==> src/rtl/sprite_pkg.sv <==
// rtl/sprite_pkg.sv - shared types and constants for the sprite fetch scheduler
package sprite_pkg;

    localparam int SPR_IMGW  = 2;
    localparam int SPR_DIM   = 16;
    localparam int SPR_SHIFT = 4;
    localparam int PIPE_LAT  = 3;

    typedef struct packed {
        logic                en;
        logic [9:0]          x;
        logic [9:0]          y;
        logic [SPR_IMGW-1:0] img;
    } sprite_cfg_t;

endpackage

==> src/rtl/sprite_hit_test.sv <==
// rtl/sprite_hit_test.sv - one slot's 16x16 box compare and in-sprite offset
module sprite_hit_test
    import sprite_pkg::*;
(
    input  logic                 en,
    input  logic [9:0]           sx,
    input  logic [9:0]           sy,
    input  logic [9:0]           pix_x,
    input  logic [9:0]           pix_y,
    output logic                 hit,
    output logic [SPR_SHIFT-1:0] dx,
    output logic [SPR_SHIFT-1:0] dy
);

    logic [10:0] px;
    logic [10:0] py;
    logic [10:0] x0;
    logic [10:0] y0;

    // 11-bit compares keep boxes near the right/bottom edge from wrapping to 0
    always_comb begin
        px  = {1'b0, pix_x};
        py  = {1'b0, pix_y};
        x0  = {1'b0, sx};
        y0  = {1'b0, sy};
        hit = en && (px >= x0) && (px <= x0 + 11'(SPR_DIM - 1))
                 && (py >= y0) && (py <= y0 + 11'(SPR_DIM - 1));
        dx  = pix_x[SPR_SHIFT-1:0] - sx[SPR_SHIFT-1:0];
        dy  = pix_y[SPR_SHIFT-1:0] - sy[SPR_SHIFT-1:0];
    end

endmodule

==> src/rtl/sprite_fetch_ctrl.sv <==
// rtl/sprite_fetch_ctrl.sv - per-pixel sprite hit test, priority pick and shared ROM fetch
module sprite_fetch_ctrl
    import sprite_pkg::*;
#(
    parameter  int               NSPR   = 4,
    parameter  int               IMGW   = SPR_IMGW,
    parameter  int               COLW   = 8,
    parameter  logic [COLW-1:0]  TRANSP = '0,
    localparam int               IDXW   = $clog2(NSPR)
) (
    input  logic              clk,
    input  logic              rst_n,
    input  logic              frame_start,
    input  logic              pix_valid,
    input  logic [9:0]        pix_x,
    input  logic [9:0]        pix_y,
    input  logic              cfg_we,
    input  logic [IDXW-1:0]   cfg_idx,
    input  logic              cfg_en,
    input  logic [9:0]        cfg_x,
    input  logic [9:0]        cfg_y,
    input  logic [IMGW-1:0]   cfg_img,
    output logic [IMGW+7:0]   rom_addr,
    output logic              rom_rd,
    input  logic [COLW-1:0]   rom_data,
    output logic              out_valid,
    output logic              out_hit,
    output logic [IDXW-1:0]   out_idx,
    output logic [COLW-1:0]   out_color
);

    sprite_cfg_t pend_bank [NSPR];
    sprite_cfg_t act_bank  [NSPR];
    sprite_cfg_t wr_cfg;

    logic [NSPR-1:0]      slot_hit;
    logic [SPR_SHIFT-1:0] slot_dx [NSPR];
    logic [SPR_SHIFT-1:0] slot_dy [NSPR];

    logic                 any_hit;
    logic [IDXW-1:0]      win_idx;
    logic [IMGW+7:0]      win_addr;

    logic                 s1_valid;
    logic [IDXW-1:0]      s1_idx;
    logic                 s2_valid;
    logic                 s2_hit;
    logic [IDXW-1:0]      s2_idx;
    logic                 opaque;

    always_comb begin
        wr_cfg     = '0;
        wr_cfg.en  = cfg_en;
        wr_cfg.x   = cfg_x;
        wr_cfg.y   = cfg_y;
        wr_cfg.img = SPR_IMGW'(cfg_img);
    end

    // A write landing in the commit cycle is forwarded so it is not lost for a frame
    always_ff @(posedge clk or negedge rst_n) begin
        if (!rst_n) begin
            for (int i = 0; i < NSPR; i++) begin
                pend_bank[i] <= '0;
                act_bank[i]  <= '0;
            end
        end else begin
            for (int i = 0; i < NSPR; i++) begin
                if (cfg_we && cfg_idx == IDXW'(i))
                    pend_bank[i] <= wr_cfg;
                if (frame_start)
                    act_bank[i] <= (cfg_we && cfg_idx == IDXW'(i)) ? wr_cfg : pend_bank[i];
            end
        end
    end

    for (genvar g = 0; g < NSPR; g++) begin : g_slot
        sprite_hit_test u_hit (
            .en    (act_bank[g].en),
            .sx    (act_bank[g].x),
            .sy    (act_bank[g].y),
            .pix_x (pix_x),
            .pix_y (pix_y),
            .hit   (slot_hit[g]),
            .dx    (slot_dx[g]),
            .dy    (slot_dy[g])
        );
    end

    // Walk from the highest slot down so the lowest hitting index wins
    always_comb begin
        any_hit  = 1'b0;
        win_idx  = '0;
        win_addr = '0;
        for (int i = NSPR - 1; i >= 0; i--) begin
            if (slot_hit[i]) begin
                any_hit  = 1'b1;
                win_idx  = IDXW'(i);
                win_addr = {IMGW'(act_bank[i].img), slot_dy[i], slot_dx[i]};
            end
        end
    end

    always_ff @(posedge clk or negedge rst_n) begin
        if (!rst_n) begin
            rom_addr <= '0;
            rom_rd   <= 1'b0;
            s1_valid <= 1'b0;
            s1_idx   <= '0;
        end else begin
            rom_rd   <= pix_valid & any_hit;
            s1_valid <= pix_valid;
            s1_idx   <= win_idx;
            if (pix_valid && any_hit)
                rom_addr <= win_addr;
        end
    end

    always_ff @(posedge clk or negedge rst_n) begin
        if (!rst_n) begin
            s2_valid <= 1'b0;
            s2_hit   <= 1'b0;
            s2_idx   <= '0;
        end else begin
            s2_valid <= s1_valid;
            s2_hit   <= rom_rd;
            s2_idx   <= s1_idx;
        end
    end

    assign opaque = s2_valid && s2_hit && (rom_data != TRANSP);

    always_ff @(posedge clk or negedge rst_n) begin
        if (!rst_n) begin
            out_valid <= 1'b0;
            out_hit   <= 1'b0;
            out_idx   <= '0;
            out_color <= '0;
        end else begin
            out_valid <= s2_valid;
            out_hit   <= opaque;
            out_idx   <= opaque ? s2_idx : '0;
            out_color <= opaque ? rom_data : '0;
        end
    end

endmodule

==> config.mk <==
export PLATFORM = sky130hd
export DESIGN_NAME = sprite_fetch_ctrl
export DESIGN_NICKNAME = d
export VERILOG_FILES = /design/src/rtl/sprite_pkg.sv /design/src/rtl/sprite_hit_test.sv /design/src/rtl/sprite_fetch_ctrl.sv
export SDC_FILE = /design/constraint.sdc
export NUM_CORES = 1
export LEC_CHECK = 0
export ABC_AREA = 1
export CAP_MARGIN = 5
export CORE_ASPECT_RATIO = 2
export CORE_MARGIN = 2
export CORE_UTILIZATION = 35
export CTS_CLUSTER_SIZE = 12
export DETAILED_ROUTE_END_ITERATION = 16
export PLACE_DENSITY_LB_ADDON = 0.25
export SETUP_SLACK_MARGIN = 0.5
export SLEW_MARGIN = 20
export SYNTH_ARGS = -nofsm -noshare
export SYNTH_HDL_FRONTEND = slang
export SYNTH_SLANG_ARGS = --single-unit
==> constraint.sdc <==
create_clock -name clk -period 7.75 [get_ports clk]
set_clock_uncertainty 0.15 [all_clocks]
set_input_delay 1.55 -clock clk [delete_from_list [all_inputs] [get_ports clk]]
set_output_delay 1.55 -clock clk [all_outputs]
set_load 0.02 [all_outputs]
==> results of run 1 <==
[critical path: stages]
cell and delay [ns]:
sky130_fd_sc_hd__clkdlybuf4s50_1 0.89, sky130_fd_sc_hd__inv_1 0.26, sky130_fd_sc_hd__fa_1 0.51, sky130_fd_sc_hd__o2111ai_1 0.34
sky130_fd_sc_hd__nand4_2 0.51, sky130_fd_sc_hd__nand2_2 0.27, sky130_fd_sc_hd__nor2_4 0.07, sky130_fd_sc_hd__nor2_8 0.18
sky130_fd_sc_hd__inv_2 0.14, sky130_fd_sc_hd__nand2_1 0.08, sky130_fd_sc_hd__nand2_1 0.06
[logic make-up after synthesis]
group	after synthesis	share of synthesized area [%]
buffers and inverters	245	6.88
multiplexers	11	0.903
adder cells (fa/ha/maj)	176	16.5
AND/OR/NAND/NOR	702	21.9
XOR/XNOR	71	4.53
flip-flops	214	39.0
AO/OA/AOI/OAI	271	10.3
[cell usage after synthesis (7+ instances only)]
master | n | area [sq um]
sky130_fd_sc_hd__inv_1 | 197 | 739
sky130_fd_sc_hd__nand3_1 | 77 | 385
sky130_fd_sc_hd__xnor2_1 | 12 | 105
sky130_fd_sc_hd__mux2_2 | 11 | 124
sky130_fd_sc_hd__nand2_1 | 459 | 1720
sky130_fd_sc_hd__a21o_1 | 7 | 52.6
sky130_fd_sc_hd__ha_1 | 168 | 2100
sky130_fd_sc_hd__xor2_1 | 59 | 517
sky130_fd_sc_hd__fa_1 | 8 | 160
sky130_fd_sc_hd__nor2_1 | 95 | 357
sky130_fd_sc_hd__nand3_2 | 9 | 90.1
sky130_fd_sc_hd__nand4_1 | 15 | 93.8
sky130_fd_sc_hd__clkbuf_1 | 33 | 124
sky130_fd_sc_hd__o21ai_0 | 191 | 956
sky130_fd_sc_hd__a21oi_1 | 61 | 305
sky130_fd_sc_hd__nor2_2 | 7 | 43.8
sky130_fd_sc_hd__nand3b_1 | 7 | 52.6
sky130_fd_sc_hd__nor3_1 | 10 | 50.1
sky130_fd_sc_hd__dfrtp_1 | 214 | 5360
[power breakdown]
part           switching [W]  total (W)  leakage [nW]  internal (W)
clock network       0.000462    0.00103         0.324      0.000569
logic               0.000794    0.00126          4.74      0.000467
registers           0.000110    0.00140          2.73       0.00129
total                0.00137    0.00370          7.79       0.00233
[how the worst max path moves through the flow]
stage,from,end,depth (start not counted)
after floorplan,pix_x[0],rom_addr[1]$_DFFE_PN0P_,15
after global placement,pix_y[1],rom_addr[8]$_DFFE_PN0P_,11
after detailed placement,pix_y[1],rom_addr[7]$_DFFE_PN0P_,11
after CTS,pix_y[1],rom_addr[1]$_DFFE_PN0P_,11
after global routing,pix_x[1],rom_addr[4]$_DFFE_PN0P_,14
final,pix_y[1],rom_addr[1]$_DFFE_PN0P_,11
[layout make-up]
type                       count  area share, %
multi-input combinational   1231           47.2
sequential                   214           34.1
clock buffer                  25           3.71
timing repair buffer          87           5.53
tap                          520           4.14
inverter                     203           4.85
clock inverter                 8          0.454
[metrics by stage]
step	setup slack, ns	hold slack [ns]	instance area (sq um)	total power [W]	std cells
2_1_floorplan	4.17	0.181	13700	0.00224	1690
3_3_place_gp	2.70	0.183	15100	0.00266	2255
3_5_place_dp	2.63	0.187	15100	0.00269	2255
4_1_cts	3.20	0.201	15700	0.00373	2288
5_1_grt	2.96	0.204	15700	0.00396	2288
6_report	3.14	0.198	15700	0.00370	2288
[state kept, by name, indices dropped and copies added, names as in the netlist, 2 cells and up]
name       count
act_bank      92
pend_bank     92
rom_addr      10
out_color      8
out_idx        2
s1_idx         2
s2_idx         2
[layer usage]
metal / share of wire, % / up-vias / wire [um] / global-route usage [%]
li1: - / 5615 / - / -
met1: 33 / 5496 / 14500 / 20.3
met2: 55 / 218 / 24100 / 42.0
met3: 2.3 / 121 / 1020 / 1.75
met4: 8.9 / 0 / 3890 / 16.8
met5: 0 / - / 0 / 0
==> results.txt, run 1 <==
- During I/O placement, the number of pins put on the boundary was 81.
- Library cell used as clock root buffer: sky130_fd_sc_hd__clkbuf_16
* Count of flip-flops with a built-in enable after synthesis: 0
- The tree built by TritonCTS fans out to 214 sinks.
- Max-Cap Viols: 0
- Average instance area after synthesis: 8.12 sq um
- Leaving out fill and tap cells, the most frequent cells in the layout are 459 x sky130_fd_sc_hd__nand2_1, 214 x sky130_fd_sc_hd__dfrtp_1, 197 x sky130_fd_sc_hd__inv_1, 191 x sky130_fd_sc_hd__o21ai_0, 168 x sky130_fd_sc_hd__ha_1.
- For this design the ratio of total power to cell area is 235 nW/um^2.
* Iter 0 DRT Violations: ~530
- Most common cell after layout, fill and taps aside: sky130_fd_sc_hd__nand2_1
* Total via count after detailed routing: roughly 11,000
* Clk_lat worst skew: 0.54 ns
* Cells resized by post-CTS repair: 0
- STA classifies the critical path startpoint as an input pin.
* Fraction of registers with async set or reset after synthesis: 100%
- Before antenna repair, the detailed router went through 5 iterations.
- The number of nets handed over by synthesis was 1,924.
* Clock buffers created by TritonCTS: 23
- Startpoint-to-endpoint class of the critical path: input pin to flip-flop
* Effective utilization at floorplan: 35.5%
- Setup violations remaining at the end of the flow were counted as 0.
* Setup total negative slack: 0 ns
* Final Max Slew Viols: 0
- Clock-pin slew of the registers on the worst-case setup and hold paths: 0.06 ns
* Number of antenna violations at the first check in global routing: 0
- Chip height: 284 um
- Overall fraction of global-route tracks in use: 21.8%
* Utilization after layout: 40.6%
* Number of stages on the worst hold path: 0
- The worst path needs 4.61 ns of the cycle, external delays included.
* Flop2flop setup slack: approximately 3.9 ns
- Maximum number of pins on one net before global-route repair: 114
- The first global-routing pass estimated ~66,000 um of wire.
* Vias per cell: 5.00
* Count of buffers from port buffering: 80
- In this run the critical register-to-register path is captured at rom_addr[1]$_DFFE_PN0P_.
- In the final layout, the multi-input gates occupy 7420 sq um.
- After detailed routing, the number of remaining DRC violations is 0.
* Final count of hold timing violations: 0
- Number of diodes added for antenna fixing: 0
- Outcome: finished, final reports clean
* Most common flop cell mapped by yosys: sky130_fd_sc_hd__dfrtp_1
- Of all nets on the critical path, the largest fanout is 22.
- The layout has 3,939 filler cells.
- The total overflow left after global routing is 0.
- Measured in cells, the most critical reg-to-reg path has a length of 23.
- Remaining number of nets flagged by the antenna check after routing: 0
- Compared with the post-synthesis result, the final layout area differs by 14.5%.
* Sequential cell area: between 5000 and 6000 sq um
* Area of the die: 40,900 sq um
* Fraction of final layout cells with drive strength greater than 1: 5.09%
* Wirelength, routed: 43,600 um
- For this run, the number of Yosys warnings is 0.
- Clock buffer depth: 3
- Launch point of the worst hold path: s1_valid$_DFF_PN0_
- Min-Delay Path Class: flip-flop to flip-flop
- Cts-stage hold buffer count: 0
* Final weighted congestion in routability-driven placement: 0.919
* Post-CTS setup buffer count: 0
- The analysis attributes to cell leakage a power of 7.79 nW.
* Transition at the pin with the smallest max-transition slack: 1.23 ns
- Timing-limited maximum frequency: between 200 and 250 MHz
- Post-synthesis instance area: around 14,000 sq um
- Worst hold endpoint: s2_valid$_DFF_PN0_
- TritonCTS built the clock tree.
- Crit share post-route: 59.4%
- Req. time, crit path: 8.02 ns
- Endpoint class of the critical path: flip-flop
* Average wire length per cell after detail routing: between 15 and 20 um
- Critical path data arrival time: roughly 4.9 ns
- Number of global-route vias before repair: approximately 12,000
- Half-perimeter wire length after detailed placement: around 34,000 um
* Cells after synthesis: 1,690
- The region available for standard cell placement spans 38,700 sq um.
- For this run, the post-layout net count is 1,994.
* Maximum ir drop on the vdd rail: 0.131 mV
* Max H-tree Level: 1
* Cell row count: between 100 and 150
- Setup repair after global routing left no endpoint under its margin.
* Number of synthesized register bits: 214
- From left edge to right edge, the die measures 144 um.
- The worst register-to-register path begins at act_bank[25]$_DFFE_PN0P_.
* Relative slew slack: about 17%
- Distinct cells, synth: 39
* Sequential-to-total area share from yosys stat: around 40%
Note: power is estimated with default switching activity, not from simulation.
==> run 2: changes to the inputs <==
==> constraint.sdc (replaced) <==
create_clock -name clk -period 4.8 [get_ports clk]
set_clock_uncertainty 0.15 [all_clocks]
set_input_delay 0.96 -clock clk [delete_from_list [all_inputs] [get_ports clk]]
set_output_delay 0.96 -clock clk [all_outputs]
set_load 0.02 [all_outputs]
==> results.txt, run 2 (synthesis gave the netlist of run 1 again) <==
* Number of DRC violations after detailed routing: 0
- In this run the power density over the cells is 385 nW/um^2.
- Global routing used 1.92% of the available met3 tracks.
- The floorplan step defined a die boundary enclosing 40,900 sq um.
- Global routing used 23.0% of the available tracks across all layers.
- Total via count after detailed routing: 11,422
- The post-route netlist has 5.62% of its cells at a drive strength greater than 1.
- In this run, CTS created clock tree buffers numbering 23.
- CTS built an H-tree with a depth of 1.
- Type of origin of the critical path: input pin
- During I/O placement, the number of pins put on the boundary was 81.
- Maximum ir drop on the vdd rail: 0.226 mV
* Launch point of the worst hold path: s1_valid$_DFF_PN0_
- Remaining number of nets flagged by the antenna check after routing: 0
- Unrepaired setup endpoints after global routing: no
- Outcome: finished, final reports clean
- Max-Cap Viols: 0
- The total overflow left after global routing is 0.
* Min cycle time layout: 3.81 ns
- Count of TritonRoute iterations in the first routing pass: 4
- GR Layer Usage met2: 44.5%
* Effective utilization at floorplan: a little over a third
- For flop-to-flop paths, the worst setup slack is 1.04 ns.
- The via count of the first global-routing pass came to around 12,000.
* Setup violators final: 0
- Top library cells by usage in the layout, fill and taps aside: 459 x sky130_fd_sc_hd__nand2_1, 214 x sky130_fd_sc_hd__dfrtp_1, 197 x sky130_fd_sc_hd__inv_1, 191 x sky130_fd_sc_hd__o21ai_0, 168 x sky130_fd_sc_hd__ha_1
- Global-route layer with the greatest usage: met2
- Post-CTS setup buffer count: 0
* Vias per cell: 4.97
- The filler cells instantiated in the layout total 3,961.
- For the final routed database, the setup TNS stands at 0 ns.
- Critical path data arrival time: 4.14 ns
- In the finished design, the share of the clock period the worst path needs comes to 79.3%.
* Final weighted congestion in routability-driven placement: 0.949
* Number of antenna violations at the first check in global routing: 0
* Average wire length per cell after detail routing: between 20 and 25 um
* Number of diodes added for antenna fixing: 0
* Transition at the pin with the smallest max-transition slack: 1.03 ns
- After the first detailed-routing iteration, the DRC count stood at 487.
- The net count of the finished layout is 2,004.
- Die W: 144 um
- Startpoint of the worst-slack reg-to-reg timing path: act_bank[3]$_DFFE_PN0P_
- For this run, the top clock speed supported by timing is 263 MHz.
- The count of endpoints failing hold in the final timing report came to 0.
- Global-route wire length before repair: about 70,000 um
* Chip height: 284 um
- P&R area growth vs syn: 15.3%
- Clock buffer depth: 3
- In the final layout, the registers with the most flip-flops are act_bank: 92 flops, pend_bank: 92 flops, rom_addr: 10 flops.
- At the worst endpoint, the required time is 5.13 ns.
* Wirelength, routed: approximately 46,000 um
* Count of buffers from port buffering: 80
- Cells resized by post-CTS repair: 0
- The wire-length estimate of the detail-placed layout is 35,900 um.
- After clock tree synthesis, the clock-pin slew on the worst setup and hold paths is 0.07 ns.
- For this run, global-route usage on met1 was measured as 21.8%.
- The worst setup path is captured at a flip-flop.
- Sinks on the clock net: 214
* Final Max Slew Viols: 0
- The critical path is of the input pin to flip-flop type.
- Maximum number of pins on one net before global-route repair: approximately 110
- Cts-stage hold buffer count: 0
- The worst pin sits at a relative slew slack of 30.9%.
- In this run the standard cell core region covers 38,700 sq um.
- Leaving out fill and tap cells, the most frequent cell in the layout is sky130_fd_sc_hd__nand2_1.
- For this design the static power due to leakage is slightly below 8 nW.
* CTS tree: built
- Library cell used as clock root buffer: sky130_fd_sc_hd__clkbuf_16
- The min-delay analysis places its worst path in the category flip-flop to flip-flop.
- After layout, the worst setup slack is 0.992 ns.
- For the worst-skew pair, the clock arrives at the later sink with an insertion delay of 0.54 ns.
- Start point of the critical path: pix_x[2]
- Before CTS, the worst setup slack after placement is 0.478 ns.
- After floorplanning, the core was divided into 102 placement rows.
- Largest driver fanout on the critical path: 11
==> run 2: cell types whose count changed in the layout (fill, tap and decap cells not counted) <==
cell                         previous run  this run
sky130_fd_sc_hd__clkbuf_1               2         3
sky130_fd_sc_hd__clkbuf_8               0         2
sky130_fd_sc_hd__clkinv_4               0         1
sky130_fd_sc_hd__buf_12                 1         2
sky130_fd_sc_hd__clkinv_2               5         3
sky130_fd_sc_hd__buf_4                  7        16
sky130_fd_sc_hd__clkinvlp_4             1         0
==> run 2: worst paths after layout <==
path / to / depth (start not counted)
setup / recovery: rom_addr[9]$_DFFE_PN0P_ / 16
hold / removal: s2_valid$_DFF_PN0_ / 0
setup reg to reg: rom_addr[9]$_DFFE_PN0P_ / 22
hold reg to reg: s2_valid$_DFF_PN0_ / 0
max in group asynchronous: act_bank[50]$_DFFE_PN0P_ / 2
min in group asynchronous: pend_bank[49]$_DFF_PN0_ / 1
==> run 2: report_power, final <==
group / total (W) / leakage [nW] / switching (W) / internal [W]
sequential: 0.00226 / 2.73 / 0.000172 / 0.00209
clock: 0.00173 / 0.336 / 0.000778 / 0.000953
combinational: 0.00210 / 4.79 / 0.00134 / 0.000765
==> run 2: routing by layer <==
layer  routed length [um]  vias to the layer above
met4                 3910                        0
met3                  999                      113
met2                25700                      214
met5                    0                        -
met1                15400                     5470
li1                     -                     5625
==> run 2: critical path: stages <==
cell and delay [ns]:
sky130_fd_sc_hd__clkdlybuf4s50_1 0.77, sky130_fd_sc_hd__ha_1 0.56, sky130_fd_sc_hd__nand2_1 0.09, sky130_fd_sc_hd__nor2_1 0.13, sky130_fd_sc_hd__nand3_1 0.09, sky130_fd_sc_hd__nand4_1 0.12
sky130_fd_sc_hd__nand2_1 0.06, sky130_fd_sc_hd__inv_1 0.07, sky130_fd_sc_hd__nand3_1 0.11, sky130_fd_sc_hd__nor2_1 0.60, sky130_fd_sc_hd__nand3_1 0.23, sky130_fd_sc_hd__nand3_1 0.12
sky130_fd_sc_hd__nand2_1 0.05, sky130_fd_sc_hd__nand2_1 0.05, sky130_fd_sc_hd__nand2_1 0.04, sky130_fd_sc_hd__nand2_1 0.05
==> run 2: final cells by class <==
cell class / instances / area [sq um] / area share [%]
multi-input combinational: 1231 / 7420 / 46.9
sequential: 214 / 5360 / 33.9
timing repair buffer: 97 / 956 / 6.04
inverter: 203 / 762 / 4.82
tap: 520 / 651 / 4.11
clock buffer: 28 / 614 / 3.88
clock inverter: 6 / 62.6 / 0.396
==> run 2: through the flow <==
step | hold slack, ns | power, W | std cells | util (%) | cell area (sq um)
3_5_place_dp | 0.193 | 0.00440 | 2265 | 39.2 | 15100
6_report | 0.208 | 0.00609 | 2299 | 40.9 | 15800
2_1_floorplan | 0.181 | 0.00361 | 1690 | - | 13700
5_1_grt | 0.222 | 0.00650 | 2299 | 40.9 | 15800
4_1_cts | 0.209 | 0.00616 | 2299 | 40.9 | 15800
3_3_place_gp | 0.185 | 0.00437 | 2265 | 39.2 | 15100
==> variant (flow settings as in run 2) <==
Set the parameter `COLW` to 7 (it was 8).
--- a/src/rtl/sprite_fetch_ctrl.sv
+++ b/src/rtl/sprite_fetch_ctrl.sv
@@ -4,7 +4,7 @@
 #(
     parameter  int               NSPR   = 4,
     parameter  int               IMGW   = SPR_IMGW,
-    parameter  int               COLW   = 8,
+    parameter  int               COLW   = 7,
     parameter  logic [COLW-1:0]  TRANSP = '0,
     localparam int               IDXW   = $clog2(NSPR)
 ) (
Interface: changed (resized out_color and rom_data); port bits go from 81 to 79. The function was not compared with the original's and may differ.
==> variant against run 2 <==
  * Count of clock-buffer cells in the layout unchanged
  * Power increased by 3.0%
  * Global-route usage decreased by 2.4 points
  * Wire length decreased by 7.1%
  * Area after synthesis increased by 1.7%
  * Worst setup slack improved by 0.060 ns
  * Non-clock buffer count decreased by 3
  * Cell area increased by 1.5%
  * Sequential cell count decreased by 1
  * Critical path type is now register to register
  * Critical endpoint is now rom_addr[6]$_DFFE_PN0P_
==> variant: results <==
{
  "insertion_delay_ns": 0.55,
  "critPathTopFamily": "simple AND/OR/NAND/NOR gates",
  "synthesis.instances": 1729,
  "critPathMaxStageDelay_ns": 0.52,
  "number_of_antenna_violations_at_the_first_check_in_global_routing": 0,
  "cts_max_path_buffers": 3,
  "synth-seq-area-share": 0.382,
  "sum_of_negative_setup_slack_ns": 0,
  "dpl.cell_count": 2306,
  "p_leak_nw": 7.98,
  "count_of_different_cell_masters_after_synthesis": 41,
  "detailedRoute.firstIterationViolations": 476,
  "totalWireLength_mm": 42.8,
  "dp_slack_ns": 0.595,
  "grt_max_degree": 90,
  "post-synth-top-area-fraction": 0.382,
  "data_arrival_critical_path_ns": 4.09,
  "cts-root-buf": "clkbuf_16",
  "cts_resized": 0,
  "timing.critical_path.slowest_stage_cell": "dfrtp_1",
  "synth_common_cells": "nand2_1, dfrtp_1, inv_1, o21ai_0, ha_1",
  "clk_pin_slew_worst_paths_ns": 0.06,
  "grt_pass1_wl_mm": 66.2,
  "synth_top_flop_cell": "dfrtp_1",
  "worstHoldPathType": "register to register",
  "via_count": 11500,
  "largest_registers": "act_bank x92, pend_bank x92, rom_addr x10",
  "synth.area.top_cells": "dfrtp_1, ha_1, nand2_1",
  "intPower_mw": 3.95,
  "final.fill_count": 4167,
  "antenna_cells_inserted": 0,
  "vdd.ir_drop.worst_v": 0.000191,
  "proportion_of_synthesized_flip_flops_having_asynchronous_set_or_reset": 1.00,
  "crit_fanout": 17,
  "drt_pre_antenna_iters": 7,
  "grt_pass1_vias": 11800,
  "nNetsFinal": 2039,
  "postCtsSetupBuffers": 0,
  "gp_congestion": 0.923,
  "drive_gt1_frac": 0.0611,
  "cts-htree-levels": 1,
  "drt-wirelength-per-cell_microns": 18.3,
  "io_buffer_count": 78,
  "cts_inserted_buffers": 23,
  "grt_usage": 0.206,
  "worst_slew_slack_as_a_fraction_of_its_limit": 0.451,
  "hpwl_mm": 34.0,
  "ys_warn_count": 0,
  "run_status": "finished, final reports clean"
}
## variant: cell count changes in the layout (fill, tap and decap cells not counted), sizes merged, moves of 4 or more
cell,before,now
nor2,107,132
nand3,86,67
nand4,16,34
inv,203,215
a21oi,62,71
nor3b,6,2
## variant: through the flow
| stage | hold slack (ns) | cell area (sq um) |
|---|---|---|
| 2_1_floorplan | 0.181 | 13900 |
| 3_3_place_gp | 0.184 | 15300 |
| 3_5_place_dp | 0.190 | 15300 |
| 4_1_cts | 0.204 | 16100 |
| 5_1_grt | 0.211 | 16100 |
| 6_report | 0.199 | 16100 |
## variant: routing by layer
metal	track usage	wire, microns
met5	0	0
met4	0.133	3110
met3	0.0159	962
met2	0.413	23600
met1	0.200	15100
## variant: layout make-up
cell class | count | area (sq um) | share of cell area
Inverter | 215 | 807 | 0.0503
Multi-Input combinational cell | 1259 | 7610 | 0.474
Tap cell | 525 | 657 | 0.0409
Timing Repair Buffer | 94 | 916 | 0.0571
Sequential cell | 213 | 5330 | 0.332
Clock buffer | 28 | 604 | 0.0377
Clock inverter | 7 | 125 | 0.00780
## variant: logic make-up (layout without fill, tap and decap cells)
group                      after synthesis  in the layout  share of synthesized area
and+or+nand+nor                        721            721                      0.224
xor gates and xnor gates                71             71                     0.0446
adders and majority gates              176            176                      0.162
buffers and inverters                  257            344                     0.0719
muxes                                    8              8                    0.00646
AOI/OAI and AO/OA                      283            283                      0.108
DFF                                    213            213                      0.382
## variant: path summary, 6_finish.rpt
path,start,to,slack [ns],depth (start not counted)
max,act_bank[73]$_DFFE_PN0P_,rom_addr[6]$_DFFE_PN0P_,1.05,18
min,s1_idx[1]$_DFF_PN0_,s2_idx[1]$_DFF_PN0_,0.20,0
max reg2reg,act_bank[73]$_DFFE_PN0P_,rom_addr[6]$_DFFE_PN0P_,1.05,18
min reg2reg,s1_idx[1]$_DFF_PN0_,s2_idx[1]$_DFF_PN0_,0.20,0
max in group asynchronous,rst_n,pend_bank[88]$_DFF_PN0_,3.32,2
min in group asynchronous,rst_n,pend_bank[44]$_DFF_PN0_,0.27,1
## variant: power by group through the flow
stage / clock [mW] / sequential [mW] / combinational, mW
floorplan: 0 / 2.30 / 1.42
global placement: 0 / 2.30 / 2.15
detailed placement: 0 / 2.30 / 2.19
CTS: 1.87 / 2.27 / 2.21
global route: 1.93 / 2.30 / 2.47
finish: 1.82 / 2.27 / 2.18
